--- src/rtl/core_pkg.sv ---
// Shared integer-core constants: register file geometry and pending-counter type.
// Ports: none (package).
// Consumers import core_pkg::* and use these as parameter defaults.
package core_pkg;
  localparam int XLEN     = 32;
  localparam int NREGS    = 32;
  localparam int AW       = $clog2(NREGS);
  localparam int PEND_W   = 2;
  localparam int REG_ZERO = 0;

  typedef logic [PEND_W-1:0] pend_t;
endpackage

--- src/rtl/rf_pend_counter.sv ---
// Per-register pending-write counter: counts issued-but-not-written-back writes.
// Ports: clk/rst, inc (issue claims reg), dec (writeback to reg), flush (drop all claims),
//        count, full (no more claims allowed), nonzero (a write is still in flight).
module rf_pend_counter
  import core_pkg::*;
#(
  parameter int CNT_W = core_pkg::PEND_W
) (
  input  logic             clk,
  input  logic             rst,
  input  logic             inc,
  input  logic             dec,
  input  logic             flush,
  output logic [CNT_W-1:0] count,
  output logic             full,
  output logic             nonzero
);

  logic dec_ok;
  logic inc_ok;

  assign nonzero = (count != '0);
  assign full    = &count;

  // A writeback with no claim outstanding is a late writeback after flush;
  // it must not pull the counter below zero.
  assign dec_ok = dec & nonzero;
  // Issue already stalls on a full counter; the guard only keeps the
  // counter from wrapping if that contract is ever broken.
  assign inc_ok = inc & (~full | dec_ok);

  always_ff @(posedge clk or posedge rst) begin
    if (rst) begin
      count <= '0;
    end else if (flush) begin
      count <= '0;
    end else if (inc_ok && !dec_ok) begin
      count <= count + CNT_W'(1);
    end else if (dec_ok && !inc) begin
      count <= count - CNT_W'(1);
    end
  end

endmodule

--- src/rtl/regfile_scoreboard.sv ---
// Integer register file with write-to-read bypass, debug read port and
// per-register pending-write scoreboard that produces the decode stall.
// Ports: rs1/rs2 read (comb, bypassed), issue side (valid/use/rd -> stall),
//        writeback side (valid/addr/data), flush, debug read (comb, no bypass).
module regfile_scoreboard
  import core_pkg::*;
#(
  parameter int XLEN   = core_pkg::XLEN,
  parameter int NREGS  = core_pkg::NREGS,
  parameter int PEND_W = core_pkg::PEND_W,
  localparam int AW    = $clog2(NREGS)
) (
  input  logic            clk,
  input  logic            rst,
  input  logic [AW-1:0]   rs1_addr,
  input  logic [AW-1:0]   rs2_addr,
  output logic [XLEN-1:0] rs1_data,
  output logic [XLEN-1:0] rs2_data,
  input  logic            issue_valid,
  input  logic            issue_use_rs1,
  input  logic            issue_use_rs2,
  input  logic            issue_rd_we,
  input  logic [AW-1:0]   issue_rd,
  output logic            issue_stall,
  input  logic            wb_valid,
  input  logic [AW-1:0]   wb_addr,
  input  logic [XLEN-1:0] wb_data,
  input  logic            flush,
  input  logic [AW-1:0]   dbg_addr,
  output logic [XLEN-1:0] dbg_data
);

  localparam logic [AW-1:0] ZERO_ADDR = AW'(REG_ZERO);

  logic [XLEN-1:0]              regs [NREGS];
  logic [NREGS-1:0][PEND_W-1:0] pend;
  logic [NREGS-1:0]             pend_full;
  logic [NREGS-1:0]             pend_nz;

  logic wb_hit1, wb_hit2, wb_hit_rd;
  logic haz1, haz2, cap;
  logic issue_accept;

  // ---------------------------------------------------------------
  // Storage: x0 is never written, so it stays at its reset value 0.
  // ---------------------------------------------------------------
  always_ff @(posedge clk or posedge rst) begin
    if (rst) begin
      for (int i = 0; i < NREGS; i++) begin
        regs[i] <= '0;
      end
    end else if (wb_valid && (wb_addr != ZERO_ADDR)) begin
      regs[wb_addr] <= wb_data;
    end
  end

  // ---------------------------------------------------------------
  // Reads. The bypass is suppressed during reset so every port reads 0.
  // ---------------------------------------------------------------
  assign wb_hit1   = wb_valid && (wb_addr == rs1_addr);
  assign wb_hit2   = wb_valid && (wb_addr == rs2_addr);
  assign wb_hit_rd = wb_valid && (wb_addr == issue_rd);

  always_comb begin
    rs1_data = '0;
    rs2_data = '0;
    dbg_data = '0;
    if (!rst) begin
      if (rs1_addr != ZERO_ADDR) begin
        rs1_data = wb_hit1 ? wb_data : regs[rs1_addr];
      end
      if (rs2_addr != ZERO_ADDR) begin
        rs2_data = wb_hit2 ? wb_data : regs[rs2_addr];
      end
      dbg_data = regs[dbg_addr];
    end
  end

  // ---------------------------------------------------------------
  // Scoreboard. x0 has no counter: it can never be a hazard or fill up.
  // ---------------------------------------------------------------
  assign pend[0]      = '0;
  assign pend_full[0] = 1'b0;
  assign pend_nz[0]   = 1'b0;

  for (genvar g = 1; g < NREGS; g++) begin : g_pend
    rf_pend_counter #(
      .CNT_W (PEND_W)
    ) u_cnt (
      .clk     (clk),
      .rst     (rst),
      .inc     (issue_accept && issue_rd_we && (issue_rd == AW'(g))),
      .dec     (wb_valid && (wb_addr == AW'(g))),
      .flush   (flush),
      .count   (pend[g]),
      .full    (pend_full[g]),
      .nonzero (pend_nz[g])
    );
  end

  // The last outstanding write landing this cycle releases the hazard;
  // the bypass path delivers its data to the reader in the same cycle.
  assign haz1 = issue_use_rs1 && pend_nz[rs1_addr] &&
                !((pend[rs1_addr] == PEND_W'(1)) && wb_hit1);
  assign haz2 = issue_use_rs2 && pend_nz[rs2_addr] &&
                !((pend[rs2_addr] == PEND_W'(1)) && wb_hit2);

  // A full counter can take one more claim only if a writeback frees a slot
  // in the same cycle (full implies nonzero, so that writeback decrements).
  assign cap = issue_rd_we && pend_full[issue_rd] && !wb_hit_rd;

  assign issue_stall  = !rst && issue_valid && !flush && (haz1 || haz2 || cap);
  assign issue_accept = !rst && issue_valid && !flush && !issue_stall;

endmodule

--- config.mk ---
export PLATFORM = sky130hd
export DESIGN_NAME = regfile_scoreboard
export DESIGN_NICKNAME = d
export VERILOG_FILES = /design/src/rtl/core_pkg.sv /design/src/rtl/rf_pend_counter.sv /design/src/rtl/regfile_scoreboard.sv
export SDC_FILE = /design/constraint.sdc
export NUM_CORES = 2
export LEC_CHECK = 0
export BUFFER_PORTS_ARGS = -buffer_cell sky130_fd_sc_hd__buf_2
export CORE_MARGIN = 10
export CORE_UTILIZATION = 25
export CTS_BUF_LIST = sky130_fd_sc_hd__clkbuf_8
export DETAILED_ROUTE_END_ITERATION = 8
export GPL_TIMING_DRIVEN = 0
export MAX_ROUTING_LAYER = met4
export SETUP_SLACK_MARGIN = 0.02
export SLEW_MARGIN = 20
export SYNTH_ARGS = -nofsm -noshare
export SYNTH_HDL_FRONTEND = slang
export SYNTH_SLANG_ARGS = --single-unit
--- constraint.sdc ---
create_clock -name clk -period 93.3 [get_ports clk]
set_input_delay 9.33 -clock clk [delete_from_list [all_inputs] [get_ports clk]]
set_output_delay 9.33 -clock clk [all_outputs]
set_load 0.01 [all_outputs]
Word-level counts from Yosys, hierarchy flattened
Cells that the tools add are included.
{"block": "op_classes", "n_eq_ne": 67, "bitwise": 128, "n_addsub": 62, "n_reduce_logical": 308, "n_mux": 122, "magnitude_cmp": 8}
{"op": "bitwise mux 1024 bit", "n": 1}
{"op": "binary-select mux 32 bit (select 5 bit)", "n": 3}
{"op": "two-way mux 32 bit", "n": 14}
{"op": "two-way mux 2 bit", "n": 95}
{"op": "demux 32 bit (select 5 bit)", "n": 1}
{"op": "== test 5 bit, second input constant", "n": 32}
{"op": "logical AND 1 bit", "n": 142}
{"op": "nonzero test 3 bit", "n": 31}
{"op": "== test 5 x 4 -> 1 bit, second input constant", "n": 16}
{"op": "logical NOT 1 bit", "n": 68}
{"op": "adder 2 x 1 -> 2 bit, second input constant", "n": 31}
{"op": "AND 1 bit", "n": 62}
{"op": "AND reduction 2 bit", "n": 31}
{"op": "nonzero test 2 bit", "n": 31}
{"op": "subtractor 2 x 1 -> 2 bit, second input constant", "n": 31}
{"op": "== test 5 x 3 -> 1 bit, second input constant", "n": 8}
{"op": "inverter 1 bit", "n": 31}
{"op": "OR 1 bit", "n": 31}
{"op": "greater-or-equal comparator 6 bit, second input constant", "n": 4}
{"op": "inverter 5 -> 6 bit", "n": 4}
{"op": "binary-select mux 2 bit (select 5 bit)", "n": 2}
{"op": "== test 5 x 2 -> 1 bit, second input constant", "n": 4}
{"op": "less-than comparator 5 x 6 -> 1 bit, second input constant", "n": 3}
{"op": "binary-select mux 1 bit (select 5 bit)", "n": 3}
{"op": "7 further kinds", "n": 16}
{"block": "totals", "elab_cells": 758, "inputBits": 65, "output_inout_bits": 97, "ff_bits": 1086}

Logic depth before layout (Yosys ltp)
{"block": "depth", "ltp_word": 18, "depth_mapped": 14, "depth_no_buf": 9}

Modules after synthesis
A second synthesis with hierarchy kept.
{"block": "unflattened", "cells_unflattened": 5578, "area_unflattened_um2": 69426.6}
{"module": "regfile_scoreboard", "cells_each": 5082, "area_each_um2": 65043.6, "seq_area_each_um2": 25624.6, "instances": 1}
{"module": "rf_pend_counter", "cells_each": 16, "area_each_um2": 141.4, "seq_area_each_um2": 50.0, "instances": 31}

Least setup slack after synthesis
No wires, ideal clock.
{"block": "synth_path", "path_kind": "input-to-output", "from": "input rst", "to": "output rs1_data[0]", "setup_slack_ns": 48.218, "n_path_buf": 1, "stages": 4, "required_ns": 83.970, "t_arrival_ns": 35.752, "path_cell_list": "clkbuf_1 -> inv_1 -> nand2_1 -> a211oi_1"}
{"block": "synth_via", "elab_chain_cells": 1}
{"element": "start, declared", "line_no": "regfile_scoreboard.sv:14", "text": "input logic rst,"}
{"element": "two-way mux 32 bit", "line_no": "regfile_scoreboard.sv:68", "text": "if (!rst) begin"}
{"element": "end, declared", "line_no": "regfile_scoreboard.sv:17", "text": "output logic [XLEN-1:0] rs1_data,"}
No other way between the ends.

Worst setup path in the final report
{"block": "layout_path", "from": "input rs2_addr[0]", "to": "output rs2_data[22]"}
{"block": "layout_via", "elab_chain_cells": 7, "elab_cells_between_ends": 10, "cone_classes": "1 x eq/ne; 6 x mux; 1 x bitwise; 2 x reduce/logical"}
{"element": "start, declared", "line_no": "regfile_scoreboard.sv:16", "text": "input logic [AW-1:0] rs2_addr,"}
{"element": "inverter 5 -> 6 bit (not written as such)", "line_no": "regfile_scoreboard.sv:73", "text": "rs2_data = wb_hit2 ? wb_data : regs[rs2_addr];"}
{"element": "binary-select mux 32 bit (select 5 bit)", "line_no": "regfile_scoreboard.sv:73"}
{"element": "two-way mux 32 bit (not written as such) (2 in a row)", "line_no": "regfile_scoreboard.sv:73"}
{"element": "two-way mux 32 bit", "line_no": "regfile_scoreboard.sv:73"}
{"element": "two-way mux 32 bit (*)", "line_no": "regfile_scoreboard.sv:72", "text": "if (rs2_addr != ZERO_ADDR) begin"}
{"element": "two-way mux 32 bit (*)", "line_no": "regfile_scoreboard.sv:68"}
{"element": "end, declared", "line_no": "regfile_scoreboard.sv:18", "text": "output logic [XLEN-1:0] rs2_data,"}
Mark *: on every way between the ends. The rest lies on a longest branch, timed or not. The select of a mux whose other input is x is not followed.

==> metrics.md <==
| Metric | Value |
|---|---|
| Fmax | `41.6 MHz` |
| Total gr overflow | `0` |
| WS Path Type | `in2out` |
| Post-DR wirelength/cell | `33.7 um` |
| Endpoints failing hold | `0` |
| Post-DRT Antenna Nets | `0` |
| Mapped Area | `0.0690 sq mm` |
| Row count | `192` |
| Asr flop ratio synth | `1.00` |
| Global-route wire length before repair | `445000 um` |
| # clock sinks | `1086` |
| Most frequent cell after synthesis | `nand2_1` |
| Post-CTS Setup Bufs | `0` |
| Synth Register Bits | `1086` |
| Worst-margin pin slew | `1.35 ns` |
| Via count | `55200` |
| Reg2Reg Setup Slack | `89.22 ns` |
| Layout area overhead | `15.0%` |
| Die X | `545 um` |
| CP Capture Type | `output pin` |
| Clk pwr share | `0.304` |
| EDFF count, synth | `0` |
| H-tree depth | `4` |
| Sequential Power Share | `0.414` |
| Worst R2R Start | `g_pend[16].u_cnt.count[0]` |
| Gr usage total | `0.217` |
| Initial antenna violation count | `21` |
| Residual DRC count | `0` |
| Initial DRC Count | `8589` |
| Fin area | `0.0793 sq mm` |
| Clk slew on worst S/H paths | `0.05 ns` |
| Core Box Area | `0.274 sq mm` |
| Clock Skew | `0.0566 ns` |
| Synth cell types | `74` |
| Post-Syn Nets | `5509` |
| Routed WL | `326000 um` |
| Hold Path Depth | `1` |
| End of the worst register-to-register path | `g_pend[22].u_cnt.count[0]` |
| Vias per cell | `5.70` |
| CTS resizes | `0` |
| Worst-skew pair later-pin latency | `0.98 ns` |
| Final Slew Violations | `0` |
| I/O pins | `162` |
| DR pass1 iterations | `8` |
| Pin count of the biggest net entering global routing | `106` |
| Syn Inst Count | `5444` |
| Synth top area share | `0.394` |
| Detailed placement HPWL | `248000 um` |
| Final setup violation count | `0` |
| Height of the die | `545 um` |
| Layout cell share with drive strength beyond 1 | `0.379` |
| Peak VDD IR | `0.0144 mV` |
| TritonCTS Buffers | `186` |
| Switching part of the total power | `0.342` |
| Longest Clk Path Bufs | `3` |
| P_leak | `0.0334 uW` |
| Beginning of the critical path | `rs2_addr[0]` |
| Top cells by area, synth | `dfrtp_1 39%, mux4_2 32%, mux2_2 9.5%` |
| Starting Density | `0.252` |
| Most area-hungry cell type in the Yosys netlist | `dfrtp_1` |
| Worst Hold End | `regs[997]` |
| Top cells by count, synth | `1340 x nand2_1, 1086 x dfrtp_1, 986 x mux4_2` |
| Worst reg-to-reg path cell count | `10` |
| P_int | `1010 uW` |
| Hold Startpoint | `regs[997]` |
| Fin crit period | `24.02 ns` |
| Net Sw Power | `527 uW` |
| Synth Flop Type | `dfrtp_1` |
| Port Buffer Count | `145` |
| CP arrival | `14.69 ns` |
| Tcrit/Tclk final | `0.257` |
| Worst path required time | `83.97 ns` |
| Final net count | `5876` |
| Post-DP Area | `0.0753 sq mm` |
| Max cap viols | `0` |
| Root Driver | `clkbuf_8` |
| Die area | `0.297 sq mm` |
| Status | `completed` |
| CTS Hold Bufs | `0` |
| TNS Setup | `0 ns` |
| RSZ-0062 raised after global routing | `false` |
| Fillers | `27800` |
| Vias in the first global route | `53700` |
| Yosys warns | `0` |
| Logic gate share of total power | `0.282` |
| Startpoint Class | `input pin` |
| Pwr Density | `19.4 mW/mm^2` |
| Seq/Total Area, Yosys | `0.394` |
| Slew Limit Headroom | `0.0963` |
| Hold/Removal Path Class | `reg2reg` |
| Avg Cell Area, Syn | `12.7 sq um` |
| Routability cong. | `1.03` |
| CTS tree | `yes` |
| CP Max Fanout | `10` |
## kinds of logic (layout without fill, tap and decap cells)
family | after synthesis | in the layout | share of synthesized area
and+or+nand+nor | 1766 | 1766 | 0.105
xor gates and xnor gates | 41 | 41 | 0.00520
other | 0 | 29 | 0
muxes | 1688 | 1688 | 0.435
DFF | 1086 | 1086 | 0.394
buffers and inverters | 594 | 1112 | 0.0335
AOI/OAI and AO/OA | 269 | 269 | 0.0280
## flip-flops by register name (all words and copies together) (netlist names)
name                count
regs                 1024
g_pend.u_cnt.count     62
## worst max-delay path: stages
cell and delay [ns]:
buf_2 0.09, buf_2 0.29, buf_2 0.34, clkbuf_1 0.80
buf_2 0.78, buf_2 0.70, mux4_2 0.63, mux4_2 0.57
mux2i_1 0.74, a211oi_1 0.16, buf_2 0.19
## worst max path at each step
| stage | to | slack, ns |
|---|---|---|
| floorplan | rs1_data[0] | 48.22 |
| global placement | rs1_data[31] | 24.84 |
| detailed placement | rs2_data[6] | 69.72 |
| CTS | rs2_data[6] | 69.72 |
| global route | rs2_data[22] | 69.37 |
| finish | rs2_data[22] | 69.28 |
## per-layer routing
layer | track usage | wire, um
met2 | 0.319 | 144000
met3 | 0.0667 | 37000
met1 | 0.247 | 113000
met4 | 0.168 | 31700
met5 | - | 0
## layout make-up
class                      count  area [sq um]  share of cell area
timing repair buffer         179          1460              0.0184
clock buffer                 236          3250              0.0409
clock inverter               103           659             0.00831
multi-input combinational   3764         39600               0.500
antenna                       29          72.6            0.000915
sequential                  1086         27200               0.343
inverter                      19          78.8            0.000994
tap                         3686          4610              0.0581
buffer                       575          2390              0.0301
## per-stage QoR
stage,total power [uW],util,hold slack [ns],worst slack (ns),std cells
after floorplan,891,-,0.458,48.22,5444
after global placement,1040,0.271,0.472,24.84,9275
after detailed placement,1060,0.275,0.484,69.72,9308
after CTS,1520,0.289,0.500,69.72,9647
after global routing,1580,0.289,0.518,69.37,9666
final,1540,0.289,0.500,69.28,9677
## power groups by stage
stage,registers (uW),clock network (uW),logic [uW]
2_1_floorplan,614,0,277
3_3_place_gp,631,0,406
3_5_place_dp,640,0,416
4_1_cts,632,470,417
5_1_grt,647,489,443
6_report,637,468,434
## layout by cell type, fill, tap and decap left out, types with 78 or more instances in the layout
| master | instances |
|---|---|
| mux4_2 | 986 |
| nand2_1 | 1340 |
| buf_2 | 232 |
| mux2i_1 | 110 |
| clkbuf_1 | 389 |
| nor2_1 | 182 |
| clkbuf_8 | 236 |
| dfrtp_1 | 1086 |
| mux2_2 | 585 |
| clkbuf_2 | 78 |
No activity file was read; power rests on OpenSTA's default activity.
